--- src/rtl/pe_npu_pkg.sv ---
// Shared types and constants for the Q8.8 processing-element datapath.
// q8_8_t   : signed operand/result format (8 integer, 8 fractional bits)
// q16_16_t : signed full-precision product of two Q8.8 values
// seq_state_e : dot-product sequencer states
package pe_npu_pkg;

  typedef logic signed [15:0] q8_8_t;
  typedef logic signed [31:0] q16_16_t;

  localparam int unsigned Q_FRAC = 8;
  localparam q8_8_t       Q_MAX  = 16'sh7FFF;
  localparam q8_8_t       Q_MIN  = 16'sh8000;

  typedef enum logic [1:0] {
    IDLE,
    RUN,
    DRAIN,
    DONE
  } seq_state_e;

endpackage

--- src/rtl/q_round_sat.sv ---
// Combinational round-half-up and saturate from a wide signed fixed-point
// accumulator (2*FRAC_W fractional bits) down to a DATA_W-bit value with
// FRAC_W fractional bits.
// Ports:
//   acc_i    : signed accumulator, ACC_W bits
//   result_o : rounded, clamped result, DATA_W bits
//   sat_o    : high when result_o was clamped to the max/min code
module q_round_sat
  import pe_npu_pkg::*;
#(
  parameter int unsigned ACC_W  = 40,
  parameter int unsigned DATA_W = 16,
  parameter int unsigned FRAC_W = Q_FRAC
) (
  input  logic signed [ACC_W-1:0]  acc_i,
  output logic        [DATA_W-1:0] result_o,
  output logic                     sat_o
);

  // One extra bit so adding the half-LSB bias can never wrap.
  localparam logic signed [ACC_W:0] Half =
    {{(ACC_W + 1 - FRAC_W){1'b0}}, 1'b1, {(FRAC_W - 1){1'b0}}};
  localparam logic signed [ACC_W:0] RMax =
    {{(ACC_W + 2 - DATA_W){1'b0}}, {(DATA_W - 1){1'b1}}};
  localparam logic signed [ACC_W:0] RMin =
    {{(ACC_W + 2 - DATA_W){1'b1}}, {(DATA_W - 1){1'b0}}};

  logic signed [ACC_W:0] biased;
  logic signed [ACC_W:0] rounded;

  always_comb begin
    biased   = {acc_i[ACC_W-1], acc_i} + Half;
    rounded  = biased >>> FRAC_W;
    result_o = rounded[DATA_W-1:0];
    sat_o    = 1'b0;
    if (rounded > RMax) begin
      result_o = {1'b0, {(DATA_W - 1){1'b1}}};
      sat_o    = 1'b1;
    end else if (rounded < RMin) begin
      result_o = {1'b1, {(DATA_W - 1){1'b0}}};
      sat_o    = 1'b1;
    end
  end

endmodule

--- src/rtl/pe_dot_seq.sv ---
// Q8.8 dot-product sequencer. Captures a vector length on start, streams
// operand pairs through a registered multiply into a full-precision
// accumulator, then rounds and saturates once to a single Q8.8 result.
// Ports:
//   clk_i, rst_i           : clock, synchronous active-high reset
//   start_i, len_i         : begin a dot product of len_i pairs (IDLE only)
//   busy_o                 : sequencer not idle
//   in_valid_i, in_ready_o : operand-pair handshake; a_i, b_i signed Q8.8
//   out_valid_o, out_ready_i : result handshake
//   result_o, sat_o        : rounded/saturated result and clamp flag
module pe_dot_seq
  import pe_npu_pkg::*;
#(
  parameter int unsigned DATA_W = 16,
  parameter int unsigned FRAC_W = 8,
  parameter int unsigned LEN_W  = 8,
  parameter int unsigned ACC_W  = 40
) (
  input  logic              clk_i,
  input  logic              rst_i,
  input  logic              start_i,
  input  logic [LEN_W-1:0]  len_i,
  output logic              busy_o,
  input  logic              in_valid_i,
  output logic              in_ready_o,
  input  logic [DATA_W-1:0] a_i,
  input  logic [DATA_W-1:0] b_i,
  output logic              out_valid_o,
  input  logic              out_ready_i,
  output logic [DATA_W-1:0] result_o,
  output logic              sat_o
);

  localparam int unsigned ProdW = 2 * DATA_W;

  if (ACC_W < 2 * DATA_W + LEN_W) begin : g_acc_w_check
    $error("pe_dot_seq: ACC_W too small for 2*DATA_W+LEN_W");
  end

  seq_state_e state_q, state_d;

  logic [LEN_W-1:0]        len_q, cnt_q, cnt_inc;
  logic signed [ProdW-1:0] prod_q, prod_d, a_ext, b_ext;
  logic                    prod_v_q;
  logic signed [ACC_W-1:0] acc_q, prod_ext;
  logic [DATA_W-1:0]       result_q, rs_result;
  logic                    sat_q, rs_sat;
  logic                    in_hs, start_hs;

  assign in_hs    = in_valid_i && (state_q == RUN);
  assign start_hs = start_i && (state_q == IDLE);
  assign cnt_inc  = cnt_q + LEN_W'(1);
  assign a_ext    = {{DATA_W{a_i[DATA_W-1]}}, a_i};
  assign b_ext    = {{DATA_W{b_i[DATA_W-1]}}, b_i};
  assign prod_d   = a_ext * b_ext;
  assign prod_ext = {{(ACC_W - ProdW){prod_q[ProdW-1]}}, prod_q};

  q_round_sat #(
    .ACC_W (ACC_W),
    .DATA_W(DATA_W),
    .FRAC_W(FRAC_W)
  ) u_round_sat (
    .acc_i   (acc_q),
    .result_o(rs_result),
    .sat_o   (rs_sat)
  );

  // State register.
  always_ff @(posedge clk_i) begin
    if (rst_i) state_q <= IDLE;
    else       state_q <= state_d;
  end

  // Next-state logic. DRAIN holds while the last product is still pending,
  // then registers the rounded result on the way into DONE.
  always_comb begin
    state_d = state_q;
    unique case (state_q)
      IDLE:    if (start_i) state_d = (len_i == '0) ? DONE : RUN;
      RUN:     if (in_hs && (cnt_inc == len_q)) state_d = DRAIN;
      DRAIN:   if (!prod_v_q) state_d = DONE;
      DONE:    if (out_ready_i) state_d = IDLE;
      default: state_d = IDLE;
    endcase
  end

  // Outputs.
  always_comb begin
    busy_o      = (state_q != IDLE);
    in_ready_o  = (state_q == RUN);
    out_valid_o = (state_q == DONE);
    result_o    = result_q;
    sat_o       = sat_q;
  end

  // Datapath.
  always_ff @(posedge clk_i) begin
    if (rst_i) begin
      len_q    <= '0;
      cnt_q    <= '0;
      prod_q   <= '0;
      prod_v_q <= 1'b0;
      acc_q    <= '0;
      result_q <= '0;
      sat_q    <= 1'b0;
    end else if (start_hs) begin
      len_q    <= len_i;
      cnt_q    <= '0;
      prod_v_q <= 1'b0;
      acc_q    <= '0;
      if (len_i == '0) begin
        result_q <= '0;
        sat_q    <= 1'b0;
      end
    end else begin
      if (in_hs) begin
        prod_q   <= prod_d;
        prod_v_q <= 1'b1;
        cnt_q    <= cnt_inc;
      end else begin
        prod_v_q <= 1'b0;
      end
      if (prod_v_q) acc_q <= acc_q + prod_ext;
      if ((state_q == DRAIN) && !prod_v_q) begin
        result_q <= rs_result;
        sat_q    <= rs_sat;
      end
    end
  end

endmodule

--- config.mk ---
export PLATFORM = sky130hd
export DESIGN_NAME = pe_dot_seq
export DESIGN_NICKNAME = d
export VERILOG_FILES = /design/src/rtl/pe_npu_pkg.sv /design/src/rtl/q_round_sat.sv /design/src/rtl/pe_dot_seq.sv
export SDC_FILE = /design/constraint.sdc
export NUM_CORES = 1
export LEC_CHECK = 0
export CORE_MARGIN = 2
export CORE_UTILIZATION = 40
export DETAILED_ROUTE_END_ITERATION = 7
export GPL_TIMING_DRIVEN = 0
export PLACE_DENSITY = 0.65
export SLEW_MARGIN = 5
export SYNTH_ARGS = -nofsm -noshare
export SYNTH_HDL_FRONTEND = slang
export SYNTH_SLANG_ARGS = --single-unit
--- constraint.sdc ---
create_clock -name clk_i -period 17.3 [get_ports clk_i]
set_clock_uncertainty 0.15 [all_clocks]
set_input_delay 3.46 -clock clk_i [delete_from_list [all_inputs] [get_ports clk_i]]
set_output_delay 3.46 -clock clk_i [all_outputs]
set_load 0.01 [all_outputs]
# After elaboration in Yosys (flattened, before gate mapping)

Cells that the tools add are included.

Register bits: 108
Input port bits: 45
Output and inout port bits: 20
Word-level logic and storage cells: 54

$add $sub $neg: 3
$mul: 1
Order comparisons: 2
Equality and inequality tests: 9
Mux-type cells: 17
Bitwise logic cells: 1
Reductions and logical operators: 13

Operators with widths:

| cell                  | number |
|---|---|
| $mux 16               | 5 |
| $add 40x9->41 const B | 1 |
| $add 40x32->40        | 1 |
| $gt 33x16->1 const B  | 1 |
| $lt 33x16->1 const B  | 1 |
| $mul 16x16->32        | 1 |
| $mux 2                | 5 |
| $add 8x1->8 const B   | 1 |
| $eq 8x8->1            | 1 |
| $logic_not 8->1       | 1 |
| $pmux 2 s4            | 1 |
| $mux 1                | 6 |
| $ne 2x1->1 const B    | 3 |
| $eq 2x2->1 const B    | 2 |
| $logic_and 1x1->1     | 4 |
| $ne 2x2->1 const B    | 2 |
| $reduce_and 2->1      | 2 |
| $reduce_and 4->1      | 1 |
| $reduce_bool 2->1     | 2 |
| $eq 2x1->1 const B    | 1 |
| $logic_not 2->1       | 1 |
| $reduce_or 2->1       | 1 |
| $logic_not 1->1       | 1 |
| $not 1->1             | 1 |

# Logic depth before layout (Yosys ltp)

Depth in word-level cells: 6
Depth in mapped cells: 25

# Cells and area by module

Synthesis repeated with hierarchy kept, for this count alone.

Cell total of the unflattened synthesis: 2039
Area total of the unflattened synthesis: 17095.1 um^2

By module, submodules not included:

| module      | instances | cells each | area each (um^2) | sequential area each (um^2) |
|---|---|---|---|---|
| pe_dot_seq  | 1         | 1880       | 16076.7          | 2162.1 |
| q_round_sat | 1         | 159        | 1018.5           | 0.0 |

# Worst setup path after synthesis

Ideal clock, no wire load.

Path kind: input to register
Start point: in b_i[1]
End point: reg prod_q[28]
Setup time: 0.128 ns
Data arrival time: 9.025 ns
Required time: 17.022 ns
Setup slack: 7.997 ns
Stages on the path: 21
Buffers on the path: 1
Cell sequence: clkbuf_1 -> nand2_1 -> inv_1 -> fa_1 -> fa_1 -> fa_1 -> fa_1 -> fa_1 -> inv_1 -> fa_1 -> inv_1 -> ha_1 -> a21o_1 -> a21o_1 -> a21oi_1 -> o22a_1 -> o21ai_1 -> o31ai_1 -> xor2_1 -> o21ai_0 -> nor2b_1

Longest elaborated chain between the ends: 1

RTL lines:

| item                 | RTL line          | source |
|---|---|---|
| from (decl)          | pe_dot_seq.sv:27  | `input logic [DATA_W-1:0] b_i,` |
| $mul 16x16->32       | pe_dot_seq.sv:55  | `assign prod_d = a_ext * b_ext;` |
| to (signal assigned) | pe_dot_seq.sv:117 | `prod_q <= prod_d;` |
| to (decl)            | pe_dot_seq.sv:43  | `logic signed [ProdW-1:0] prod_q, prod_d, a_ext, b_ext;` |

No other way between the ends.
A chain may end at the register's enable or synchronous reset.

# Worst setup path in the final report

Start point: in a_i[10]
End point: reg prod_q[24]

Longest elaborated chain between the ends: 1

RTL lines:

| item           | RTL line         | source |
|---|---|---|
| from (decl)    | pe_dot_seq.sv:26 | `input logic [DATA_W-1:0] a_i,` |
| $mul 16x16->32 | pe_dot_seq.sv:55 |  |

No other way between the ends.

==> results <==
- The worst setup path is captured at a register.
- Summed over all instances, the cell type with the most area after synthesis is sky130_fd_sc_hd__fa_1.
- TritonCTS built the clock tree.
- The fraction of final layout cells with drive strength greater than 1 is 3.301%.
- The final weighted congestion of routability-driven global placement is 0.9111.
- In this run the cell area of the synthesized design comes to 0.01710 mm2.
- The total of hold buffers inserted after clock tree synthesis is 0.
- For this run, the slowest stage of the critical path takes 0.77 ns.
- The die extent in y is 210.8 um.
- Setup repair after global routing left no endpoint under its margin.
- Including well taps, the total number of placed cells is 2613.
- The global-route wire length before repair is 72030 um.
- The final global-route overflow total is 0.
- Among all cell types in the netlist, the one instantiated most often is sky130_fd_sc_hd__inv_1.
- For this design the ratio of total power to cell area is 204.5 mW/mm2.
- The worst pin sits at a relative slew slack of 39.42%.
- The total power consumption of the routed design is 3.824 mW.
- The endpoint required time on the critical path is 17.43 ns.
- The run finished with clean final reports.
- In the synthesized netlist the async set-or-reset flop fraction comes to 0%.
- The final number of setup-violating endpoints is 0.
- The largest net degree at the start of global routing is 19.
- The post-cts resize count is 0.
- The slew of the pin with the lowest slew margin is 0.9053 ns.
- The number of enable flip-flop cells after synthesis is 0.
- The endpoint identified for the worst register-to-register timing path is acc_q[38].
- The maximum level of the CTS H-tree is 3.
- The total area inside the core boundary comes to 0.04204 mm2.
- In this run the worst hold path is classified as register to register.
- After detailed routing, the total wire length is 43360 um.
- The power share of the sequential group is 7.5%.
- The maximum frequency from static timing analysis is 93.82 MHz.
- A synthesized cell averages 8.509 um2.
- The layout has 4170 filler cells.
- The die covers 0.04443 mm2.
- The number of buffers created by CTS is 9.
- The total buffers and inverters traversed by the critical path is 5.
- For this design, the sink count on the clock tree is 108.
- 0 antenna diodes ended up in the layout.
- After detailed routing, the number of remaining DRC violations is 0.
- In this run the core area contains 75 standard-cell rows.
- The largest individual stage delay along the critical path comes from the cell sky130_fd_sc_hd__clkdlybuf4s50_1.
- The startpoint of the worst register-to-register path is prod_q[0].
- For this design the top-level I/O count stands at 65.
- The internal power of the cells totals 1.829 mW.
- Port buffering added 64 buffers.
- In the synthesized netlist, the cells that appear most often are 369 x sky130_fd_sc_hd__inv_1, 263 x sky130_fd_sc_hd__fa_1, 263 x sky130_fd_sc_hd__nand2_1, 128 x sky130_fd_sc_hd__and2_1, 128 x sky130_fd_sc_hd__ha_1.
- The fraction of synthesized cell area taken by the top area cell type is 30.78%.
- In the routed layout, each cell is associated on average with a via count of 5.141.
- The data arrival time of the critical path is 10.79 ns.
- The number of buffers inserted to repair setup after CTS is 0.
- By instance count, the cell type seen most on the critical path is sky130_fd_sc_hd__fa_1.
- The die width is 210.8 um.
- The placed wire-length estimate is 36670 um.
- The net switching power figure is 1.995 mW.
- The remaining antenna violation count is 0.
- For this run, the detailed router's first-pass iteration total came to 6.
- The worst setup path category is input pin to register.
- Of the total power, the share spent switching nets is 52.18%.
- The number of antenna violations at the first check in global routing was 0.
- The worst-skew pair later-pin latency is 0.36 ns.
- In this run the deepest clock path goes through 2 buffers.
- The post-detailed-route wirelength per cell is 16.49 um.
- After layout, the worst path uses 61.61% of the clock period.
- The effective utilization at floorplan is 40.68%.
- The worst hold path begins at prod_q[23].
- The relative contribution of combinational cells to total power is 87.2%.
- The relative contribution of the clock network to total power is 5.2%.
- The proportion of synthesized chip area in sequential cells is 12.64%.
- Compared with the post-synthesis result, the final layout area differs by 9.357%.
- Traced cell by cell, the critical path runs through clkdlybuf4s50_1 > clkbuf_1 > nand2_1 > fa_1 > fa_1 > fa_1 > inv_1 > fa_1 > fa_1 > inv_1 > fa_1 > inv_1 > ha_1 > nand2_1 > nor2_1 > nand2_1 > o31ai_1 > a21oi_1 > o21a_1 > o21bai_1 > xor2_1 > nand2_1 > a21oi_1.
- The hold path endpoint is prod_q[23].
- The maximum ir drop on the vdd rail is 0.0001587 V.
- In this run, synthesis produced a sequential element count of 108.
- For this run, the number of standard cells in the final layout without fillers is 2629.
- The net count reported at finish is 2521.
- The root buffer cell chosen for the clock tree is sky130_fd_sc_hd__clkbuf_16.
- The startpoint type of the worst setup path is an input pin.
- In the synthesized netlist the dominant register cell turns out to be sky130_fd_sc_hd__dfxtp_1.
- Clock-pin slew was measured on the worst setup and hold paths at 0.07 ns.
- The number of pins with negative max-slew slack in the final report is 0.
- The number of distinct library cell variants in the gate-level netlist after synthesis is 86.
- During synthesis, Yosys emitted a total of 0 warnings.
- The worst hold path was traced through 2 stages.
- On the critical path the largest part of the delay comes from adder cells.
- The via count of the first global-routing pass is 14070.
- Ranked by total cell area, the synthesized netlist is headed by sky130_fd_sc_hd__fa_1 31%, sky130_fd_sc_hd__dfxtp_1 13%, sky130_fd_sc_hd__ha_1 9.4%, sky130_fd_sc_hd__inv_1 8.1%, sky130_fd_sc_hd__nand2_1 5.8%.
- The via count of the routed design is 13520.
- Across the run, the number of max-cap violations was 0.
- The overall routing resource usage is 20.22%.
- After the first detailed-routing iteration, the DRC count stood at 728.
- The clock period could shrink to 10.66 ns.
- Along the worst path, the maximum fanout reaches 10.
- The cell count after synthesis is 2010.
- The number of cells on the worst reg-to-reg path is 13.
- The post-synthesis net count is 2446.
- The leakage power is 8.743 nW.
- The hold violation count in the final report is 0.
- In the final timing run, aggregate negative setup slack is 0 ns.
- The slack of the worst reg-to-reg path is 13.63 ns.
how the worst max path moves through the flow:
stage,start,slack [ns],depth (start not counted),endpoint
floorplan,b_i[1],8.00,21,prod_q[28]
global placement,a_i[10],6.42,23,prod_q[31]
detailed placement,a_i[5],6.39,25,prod_q[24]
CTS,a_i[10],6.74,23,prod_q[24]
global route,a_i[11],6.35,23,prod_q[31]
finish,a_i[10],6.64,23,prod_q[24]
metrics by stage:
step	hold WS (ns)	utilization, %	worst slack [ns]	area, um2
floorplan	0.2862	-	7.997	17100
global placement	0.3001	43.81	6.425	18420
detailed placement	0.3020	43.81	6.386	18420
CTS	0.3136	44.49	6.736	18700
global route	0.3326	44.49	6.351	18700
finish	0.3123	44.49	6.642	18700
power by group through the flow:
stage          sequential [mW]  clock (mW)  combinational [mW]
2_1_floorplan            0.287           0                2.65
3_3_place_gp             0.294           0                3.27
3_5_place_dp             0.294           0                3.34
4_1_cts                  0.288       0.206                3.37
5_1_grt                  0.291       0.214                3.84
6_report                 0.289       0.200                3.34
worst min-delay path, delay by kind of cell (launching register included):
kind,cells,cell delay [ns]
DFF,1,0.32
and+or+nand+nor,1,0.05
AOI/OAI and AO/OA,1,0.05
per-layer routing:
layer / global-route usage [%] / wire length (um) / share of wire [%] / up-vias
li1: - / - / - / 6541
met1: 27.11 / 19870 / 46 / 6624
met2: 35.37 / 20650 / 48 / 312
met3: 2.126 / 2106 / 4.9 / 39
met4: 4.322 / 735 / 1.7 / 0
met5: 0 / 0 / 0 / -
layout by cell type, fill, tap and decap left out, types with 4 or more instances in the layout:
cell type	count
sky130_fd_sc_hd__mux2i_1	25
sky130_fd_sc_hd__buf_2	4
sky130_fd_sc_hd__ha_1	128
sky130_fd_sc_hd__nand2b_1	17
sky130_fd_sc_hd__nand3b_1	6
sky130_fd_sc_hd__clkbuf_1	60
sky130_fd_sc_hd__a21o_1	33
sky130_fd_sc_hd__nand4_1	16
sky130_fd_sc_hd__o21a_1	6
sky130_fd_sc_hd__o211ai_2	10
sky130_fd_sc_hd__o21ai_0	42
sky130_fd_sc_hd__fa_1	263
sky130_fd_sc_hd__xnor2_1	57
sky130_fd_sc_hd__a21oi_1	100
sky130_fd_sc_hd__xor2_1	40
sky130_fd_sc_hd__o31ai_1	7
sky130_fd_sc_hd__and2_1	128
sky130_fd_sc_hd__nor4_1	7
sky130_fd_sc_hd__nor2_1	86
sky130_fd_sc_hd__nor3_1	14
sky130_fd_sc_hd__clkdlybuf4s50_1	64
sky130_fd_sc_hd__o21bai_1	6
sky130_fd_sc_hd__a31oi_1	9
sky130_fd_sc_hd__nand2_1	263
sky130_fd_sc_hd__o211ai_1	15
sky130_fd_sc_hd__inv_1	369
sky130_fd_sc_hd__clkbuf_16	9
sky130_fd_sc_hd__a41oi_1	4
sky130_fd_sc_hd__nor2b_1	12
sky130_fd_sc_hd__nand3_1	37
sky130_fd_sc_hd__nor3b_1	11
sky130_fd_sc_hd__or2_2	7
sky130_fd_sc_hd__and3_1	13
sky130_fd_sc_hd__a211o_1	5
sky130_fd_sc_hd__dfxtp_1	108
sky130_fd_sc_hd__a211oi_1	11
sky130_fd_sc_hd__o31a_1	6
sky130_fd_sc_hd__buf_1	4
sky130_fd_sc_hd__or4_1	5
registers in the layout, summed over array words and instances, names as in the netlist:
register  cells
prod_q       32
acc_q        40
result_o     16
prod_v_q      1
state_q       2
cnt_q         8
sat_o         1
len_q         8
final cells by class:
class | instances | area [um2] | share of cell area, %
Buffer | 74 | 327.8 | 1.753
Clock buffer | 10 | 239.0 | 1.278
Clock inverter | 6 | 46.29 | 0.2475
Inverter | 369 | 1385 | 7.406
Multi-Input combinational cell | 1459 | 13230 | 70.73
Sequential cell | 108 | 2162 | 11.56
Tap cell | 539 | 674.4 | 3.606
Timing Repair Buffer | 64 | 640.6 | 3.425
cells by family (layout without fill, tap and decap cells):
family          Yosys count  in the layout  synth area share (%)
flops                   108            108                 12.64
compound gates          287            287                 11.10
mux                      26             26                 1.529
buf+inv                 443            523                 10.02
simple gates            658            658                 19.60
fa+ha+maj               391            391                 40.15
xor+xnor                 97             97                 4.967
No activity file was read; power rests on OpenSTA's default activity.
